`src/rtl/rr_arbiter_4.sv`:
```
// rr_arbiter_4 -- round-robin arbiter sharing one resource between 4 requesters.
//
// A grant is issued one clock after a request is seen in IDLE. It is held until
// the owner pulses rel, the owner drops its request, or the hold timer runs out.
// Every grant is followed by at least one idle cycle, which gives the bus time to
// turn around. Priority rotates from the last owner, so four continuous
// requesters share the resource fairly.
//
// Ports:
//   clk      in   rising-edge clock
//   rst_n    in   asynchronous active-low reset
//   req      in   [3:0] request per requester, held while service is wanted
//   rel      in   release strobe from the current owner (looked at only in GRANT)
//   gnt      out  [3:0] registered one-hot grant, 0000 when idle
//   gnt_idx  out  [1:0] encoded grant index; keeps the last owner while idle
//   gnt_vld  out  high exactly when gnt != 0000
//   timeout  out  one-cycle pulse after a release forced by the hold timer
module rr_arbiter_4 #(
  parameter int HOLD_MAX = 16,  // max grant length in cycles, 0 = unlimited
  parameter int CNT_W    = 8    // hold counter width, HOLD_MAX < 2**CNT_W
) (
  input  logic       clk,
  input  logic       rst_n,
  input  logic [3:0] req,
  input  logic       rel,
  output logic [3:0] gnt,
  output logic [1:0] gnt_idx,
  output logic       gnt_vld,
  output logic       timeout
);

  typedef enum logic {IDLE = 1'b0, GRANT = 1'b1} state_e;

  // Counter value seen in the last allowed cycle of a grant.
  localparam logic [CNT_W-1:0] HOLD_LAST =
    (HOLD_MAX == 0) ? '0 : CNT_W'(HOLD_MAX - 1);

  state_e           state_q, state_d;
  logic [3:0]       gnt_q, gnt_d;
  logic [1:0]       idx_q, idx_d;
  logic             timeout_q, timeout_d;
  logic [CNT_W-1:0] hold_cnt_q, hold_cnt_d;
  logic [1:0]       last_ptr_q, last_ptr_d;

  logic       pick_vld;
  logic [1:0] pick_idx;
  logic [1:0] cand;
  logic       own_req;
  logic       at_limit;

  // Scan last_ptr+1 .. last_ptr+4. The 2-bit add wraps, so the last owner
  // is checked last.
  always_comb begin
    pick_vld = 1'b0;
    pick_idx = 2'd0;
    cand     = 2'd0;
    for (int i = 1; i <= 4; i++) begin
      cand = last_ptr_q + 2'(i);
      if (!pick_vld && req[cand]) begin
        pick_vld = 1'b1;
        pick_idx = cand;
      end
    end
  end

  assign own_req  = req[idx_q];
  assign at_limit = (HOLD_MAX != 0) && (hold_cnt_q == HOLD_LAST);

  always_comb begin
    state_d    = state_q;
    gnt_d      = gnt_q;
    idx_d      = idx_q;
    timeout_d  = 1'b0;
    hold_cnt_d = hold_cnt_q;
    last_ptr_d = last_ptr_q;
    unique case (state_q)
      IDLE: begin
        if (pick_vld) begin
          state_d    = GRANT;
          gnt_d      = 4'b0001 << pick_idx;
          idx_d      = pick_idx;
          hold_cnt_d = '0;
        end
      end
      GRANT: begin
        if (rel || !own_req || at_limit) begin
          state_d    = IDLE;
          gnt_d      = 4'b0000;
          last_ptr_d = idx_q;
          // The timer is flagged only when it is the sole release cause.
          timeout_d  = at_limit && !rel && own_req;
        end else if (hold_cnt_q != '1) begin
          // The counter saturates. This only matters when HOLD_MAX = 0.
          hold_cnt_d = hold_cnt_q + CNT_W'(1);
        end
      end
      default: ;
    endcase
  end

  always_ff @(posedge clk or negedge rst_n) begin
    if (!rst_n) begin
      state_q    <= IDLE;
      gnt_q      <= 4'b0000;
      idx_q      <= 2'd0;
      timeout_q  <= 1'b0;
      hold_cnt_q <= '0;
      last_ptr_q <= 2'd3;
    end else begin
      state_q    <= state_d;
      gnt_q      <= gnt_d;
      idx_q      <= idx_d;
      timeout_q  <= timeout_d;
      hold_cnt_q <= hold_cnt_d;
      last_ptr_q <= last_ptr_d;
    end
  end

  assign gnt     = gnt_q;
  assign gnt_idx = idx_q;
  assign gnt_vld = |gnt_q;
  assign timeout = timeout_q;

endmodule

```
`config.mk`:
```
export PLATFORM = sky130hd
export DESIGN_NAME = rr_arbiter_4
export DESIGN_NICKNAME = d
export VERILOG_FILES = /design/src/rtl/rr_arbiter_4.sv
export SDC_FILE = /design/constraint.sdc
export NUM_CORES = 1
export LEC_CHECK = 0
export ABC_AREA = 1
export CORE_MARGIN = 5
export CORE_UTILIZATION = 55
export DETAILED_ROUTE_END_ITERATION = 8
export PLACE_DENSITY = 0.78
export SLEW_MARGIN = 0
export SYNTH_ARGS = -nofsm -noshare
export SYNTH_HDL_FRONTEND = slang
export SYNTH_SLANG_ARGS = --single-unit
```
`constraint.sdc`:
```
create_clock -name clk -period 1.85 [get_ports clk]
set_input_delay 0.185 -clock clk [delete_from_list [all_inputs] [get_ports clk]]
set_output_delay 0.185 -clock clk [all_outputs]
set_load 0.03 [all_outputs]
```
# Word level (Yosys, flattened, before mapping)
# Cells that the tools add are included.
[op_classes]
n_addsub = 4
order_cmp = 5
n_eq_ne = 6
shifts = 1
mux = 30
bitwise_logic = 1
n_reduce_logical = 17
[ops]
columns = ["cell", "n"]
rows = [
  ["$mux 8", 3],
  ["$pmux 8 s2", 1],
  ["$lt 2x3->1 const B", 5],
  ["$mux 1", 13],
  ["$bmux 1 s2", 5],
  ["$add 8x1->8 const B", 1],
  ["$eq 8x4->1 const B", 1],
  ["$mux 2", 4],
  ["$mux 4", 2],
  ["$ne 8x8->1 const B", 1],
  ["$pmux 4 s2", 1],
  ["$reduce_and 2->1", 3],
  ["$logic_and 1x1->1", 5],
  ["$logic_not 1->1", 5],
  ["$add 2x2->2 const B", 2],
  ["$ne 2x1->1 const B", 2],
  ["$ne 2x2->1 const B", 2],
  ["$reduce_or 4->1", 1],
  ["$shl 1x2->4 const A", 1],
  ["$reduce_and 3->1", 1],
  ["$add 2x1->2 const B", 1],
  ["$logic_or 1x1->1", 2],
  ["$pmux 1 s2", 1],
  ["$not 1->1", 1],
]
[totals]
reg_bits = 18
inputBits = 7
out_inout_bits = 8

# Depth between registers and ports, before layout
[logic_depth]
ltp_word = 16
ltp_mapped = 13
depth_no_buf = 12

# Worst setup path after synthesis
# Ideal clock, no wire load.
[synth_timing]
path_type = "register to register"
startpoint = "register last_ptr_q[0]"
endpoint = "register gnt_q[0] (netlist: gnt[0])"
setup_ns = 0.118
arrival_ns = 1.397
path_slack_ns = 0.335
path_stages_with_launch = 13
synth_period_minus_slack_ns = 1.515
cell_sequence = "dfstp_2 > buf_6 > inv_6 > nand2_2 > nand2_4 > nand2_4 > nand2_4 > nor2_8 > nand3_2 > nand2_4 > inv_2 > nand3_1 > nand2_1"
[synth_via]
elab_chain_len = 16
[synth_rtl]
columns = ["item", "line_no", "source"]
rows = [
  ["start: declaration", "43", "logic [1:0] last_ptr_q, last_ptr_d;"],
  ["start signal: assignment", "115", "last_ptr_q <= last_ptr_d;"],
  ["$add 2x1->2", "58", "cand = last_ptr_q + 2'(i);"],
  ["$bmux 1 s2", "59", "if (!pick_vld && req[cand]) begin"],
  ["$mux 1 (not written as such)", "59", ""],
  ["$mux 1", "59", ""],
  ["$logic_not 1->1", "59", ""],
  ["$logic_and 1x1->1", "59", ""],
  ["$mux 1", "59", ""],
  ["$logic_not 1->1", "59", ""],
  ["$logic_and 1x1->1", "59", ""],
  ["$mux 1", "59", ""],
  ["$logic_not 1->1", "59", ""],
  ["$logic_and 1x1->1", "59", ""],
  ["$mux 2", "59", ""],
  ["$shl 1x2->4", "80", "gnt_d = 4'b0001 << pick_idx;"],
  ["$mux 4", "78", "if (pick_vld) begin"],
  ["$pmux 4 s2", "76", "unique case (state_q)"],
  ["end signal: assignment", "111", "gnt_q <= gnt_d;"],
  ["end: declaration", "39", "logic [3:0] gnt_q, gnt_d;"],
]
# Several ways; a longest one is shown, not always the timed one. The select of a mux whose other input is x is not followed.
# A chain may end at the register's enable or synchronous reset.

# Worst setup path in the final report
[layout_timing]
startpoint = "register gnt_q[1] (netlist: gnt[1])"
endpoint = "output gnt_vld"
[layout_via]
elab_chain_len = 1
[layout_rtl]
columns = ["item", "line_no", "source"]
rows = [
  ["$reduce_or 4->1", "121", "assign gnt_vld = |gnt_q;"],
  ["end: declaration", "28", "output logic gnt_vld,"],
]
# No other way between the ends.

==> summary.md <==
| Metric | Value |
|---|---|
| EDFF count, synth | 0 |
| Final Hold Fails | 0 |
| Syn_area_per_cell | 7.36 sq um |
| Total wire length | 3040 microns |
| Largest family of logic cells by synthesized area | simple AND/OR/NAND/NOR gates |
| Core area | 2280 sq um |
| Final period utilization | 0.954 |
| Cts bufs inserted | 3 |
| Worst endpoint data arrival time | 1.58 ns |
| Setup Skew | 0.000288 ns |
| R2r endpoint | hold_cnt_q[1] |
| Depth of the worst register-to-register path | 9 |
| First-pass GRT wire length | between 5000 and 6000 microns |
| Synthesis Warnings | 0 |
| Syn nets | 190 |
| Port buffer count | 14 |
| Critical path buffers and inverters | 1 |
| Crit start category | register |
| Cell taking the most area after synthesis | dfrtp_1 |
| VDD IR max | between 1 and 1.5 mV |
| Initial antenna violation count | 0 |
| Critical path, cell by cell | or4_1, dlygate4sd2_1 |
| Register area share after synthesis | 0.338 |
| Pin count of the biggest net entering global routing | 19 |
| Critical-path top delay cell | or4_1 |
| I/O Pins | 15 |
| Status | finished clean |
| Synth Flop Type | dfrtp_1 |
| DP Wirelength | 2280 microns |
| Post-Synth Adder-Cell Area | 0.00935 |
| Antenna Nets Post-Route | 0 |
| CP endpoint kind | output pin |
| Met1 Use GR | 0.241 |
| CTS tree | built |
| CTS Root Cell | clkbuf_4 |
| Row count | 17 |
| Total power | 2.74 mW |
| Achievable Freq | 567 MHz |
| Max stage delay on crit path | 0.50 ns |
| Drt wl/cell | 12.9 microns |
| Simple-gate share of the synthesized area | 0.494 |
| Crit Reg-Reg Startpoint | hold_cnt_q[0] |
| Initial core utilization | 0.588 |
| Post-synthesis xor/xnor area fraction | 0.0327 |
| CP Depth | 2 |
| Chip height | 59.3 microns |
| Layout area overhead | 20.1% |
| Worst-skew pair later-pin latency | ~0.30 ns |
| Async SR Flop Fraction | 1.00 |
| Vias in the first global route | ~1300 |
| DR vias/cell | 5.34 |
| Pleak | 0.820 nW |
| Worst Tran Pin Value | 0.311 ns |
| Max-Cap Viols | 0 |
| GR Util met3 | 0.0523 |
| Slew Limit Fails | 0 |
| GR Overflow Total | 0 |
| Fin Setup TNS | 0 ns |
| Post-synthesis mux area share | 0 |
| Fillers | 195 |
| DRT iter0 DRCs | 58 |
| Longest Clk Path Bufs | 2 |
| Mapped Area | 1340 sq um |
| DR pass1 iterations | 4 |
| Routed vias | about 1300 |
| Yosys reg bits | 18 |
| Die width | about 59 microns |
| Cell family with most CP delay | simple AND/OR/NAND/NOR gates |
| RSZ-0062 raised after global routing | false |
| Post-CTS Hold Fix Bufs | 0 |
| Diode count | 0 |
| Final Setup Violations | 0 |
| Yosys cell types | 30 |
| Crit path time final | 1.77 ns |
| DP Worst Slack | 0.0171 ns |
| Gr busiest metal | met2 |
| Gpl congestion | 0.844 |
| Post-synthesis compound-gate area fraction | 0.0458 |
| Top cell type's share of synthesized area | 0.299 |
| Final nets | 216 |
| Cells after synthesis | approximately 180 |
| Setup WS post-layout | 0.0848 ns |
| Power Density | ~1700 nW/um^2 |
| # DRC | 0 |
| R2R setup slack | 0.13 ns |
| Share of cells above drive strength 1 | 0.242 |
| Gr usage total | 0.196 |
| Die area | 3520 sq um |
| Most instantiated cells after synthesis | 54 x nand2_1, 19 x nand3_1, 17 x nor2_1 |
| Critical path endpoint | gnt_vld |
| Critical Path Start | gnt[1] |
| Critical path fanouts, max | 3 |
| # H-tree levels | 1 |
| Clock Sinks | 18 |
| Slew headroom | 0.792 |
| Critical Path RT | 1.66 ns |
| Top cells by area, synth | dfrtp_1 30%, nand2_1 15%, nand3_1 7.1%, nand2_4 5.9%, nand2_2 5.6% |
| Worst-path clk slew | 0.10 ns |
| Fin util | 0.706 |
| Most common cell in the synthesized netlist | nand2_1 |
| Met2 usage | 0.349 |
| Hold Path Class | primary input to asynchronous set/reset pin |
| Critical path class | register to output pin |
-- layout make-up --
type / count / area [sq um] / area share
multi-input cells: 140 / 779 / 0.485
well taps: 28 / 35.0 / 0.0218
flip-flops and latches: 18 / 453 / 0.282
inverters: 22 / 87.6 / 0.0545
repair buffers: 23 / 216 / 0.135
clock buffers: 4 / 36.3 / 0.0226
-- metrics by stage --
step	std cells	hold slack (ns)	area, sq um
finish	235	0.204	1610
global route	235	0.221	1610
CTS	227	0.212	1540
detailed placement	223	0.527	1500
global placement	223	0.516	1500
floorplan	182	-0.111	1340
-- worst reg2reg max path: stages, from the launching register on --
cell and delay (ns):
dfrtp_1 0.44, ha_1 0.20, nand2_1 0.07, nor2_1 0.21, nand4_1 0.15, nand3_2 0.15, o21ai_4 0.09, buf_4 0.17
nand3b_1 0.08, nand2_1 0.06
-- sequential cells by signal, summed over array words and instances (netlist names) --
signal	count
timeout	1
hold_cnt_q	8
gnt_idx	2
gnt	4
state_q	1
last_ptr_q	2
-- per-layer routing --
metal	share of wire	routed length, microns
met1	0.46	1390
met5	0	0
met4	0.0046	14
met2	0.48	1470
met3	0.052	159
-- worst min path at each step --
stage	startpoint	to	slack [ns]	depth (start not counted)
after floorplan	rst_n	gnt[0]	-0.11	0
after global routing	rst_n	hold_cnt_q[6]	0.22	2
final	rst_n	gnt_idx[0]	0.20	2
after global placement	gnt[3]	gnt[3]	0.52	2
after CTS	rst_n	gnt_idx[0]	0.21	2
after detailed placement	gnt[0]	gnt[0]	0.53	2
-- placed cells by master (no fill, tap or decap), drive strengths merged --
master and instances:
a31oi 1, buf 8, clkbuf 5, clkdlybuf4s50 13, dfrtp 16, dfstp 2
dlygate4sd2 1, ha 1, inv 22, nand2 73, nand3 21, nand3b 2
nand4 5, nor2 20, nor3 3, o21ai 8, or4 1, xnor2 1
xor2 4
-- repair_timing --
action | 4_1_cts | 5_1_grt
pin swaps | 0 | 1
buffers inserted | 0 | 8
endpoints found under the hold margin | 0 | 0
endpoints found under the setup margin | 1 | 12
gates resized for setup | 1 | 0
-- power by group --
part           total [mW]  internal, mW  switching (mW)
clock network       0.248         0.120           0.128
logic                1.82         0.667            1.15
registers           0.676         0.525           0.151
-- logic make-up (layout without fill, tap and decap cells) --
group                    after synthesis  count (layout)
AO/OA/AOI/OAI                          9               9
XOR/XNOR                               5               5
adder cells (fa/ha/maj)                1               1
buffers and inverters                 24              49
flip-flops                            18              18
AND/OR/NAND/NOR                      125             125
Power figures use the tool's default switching activity.
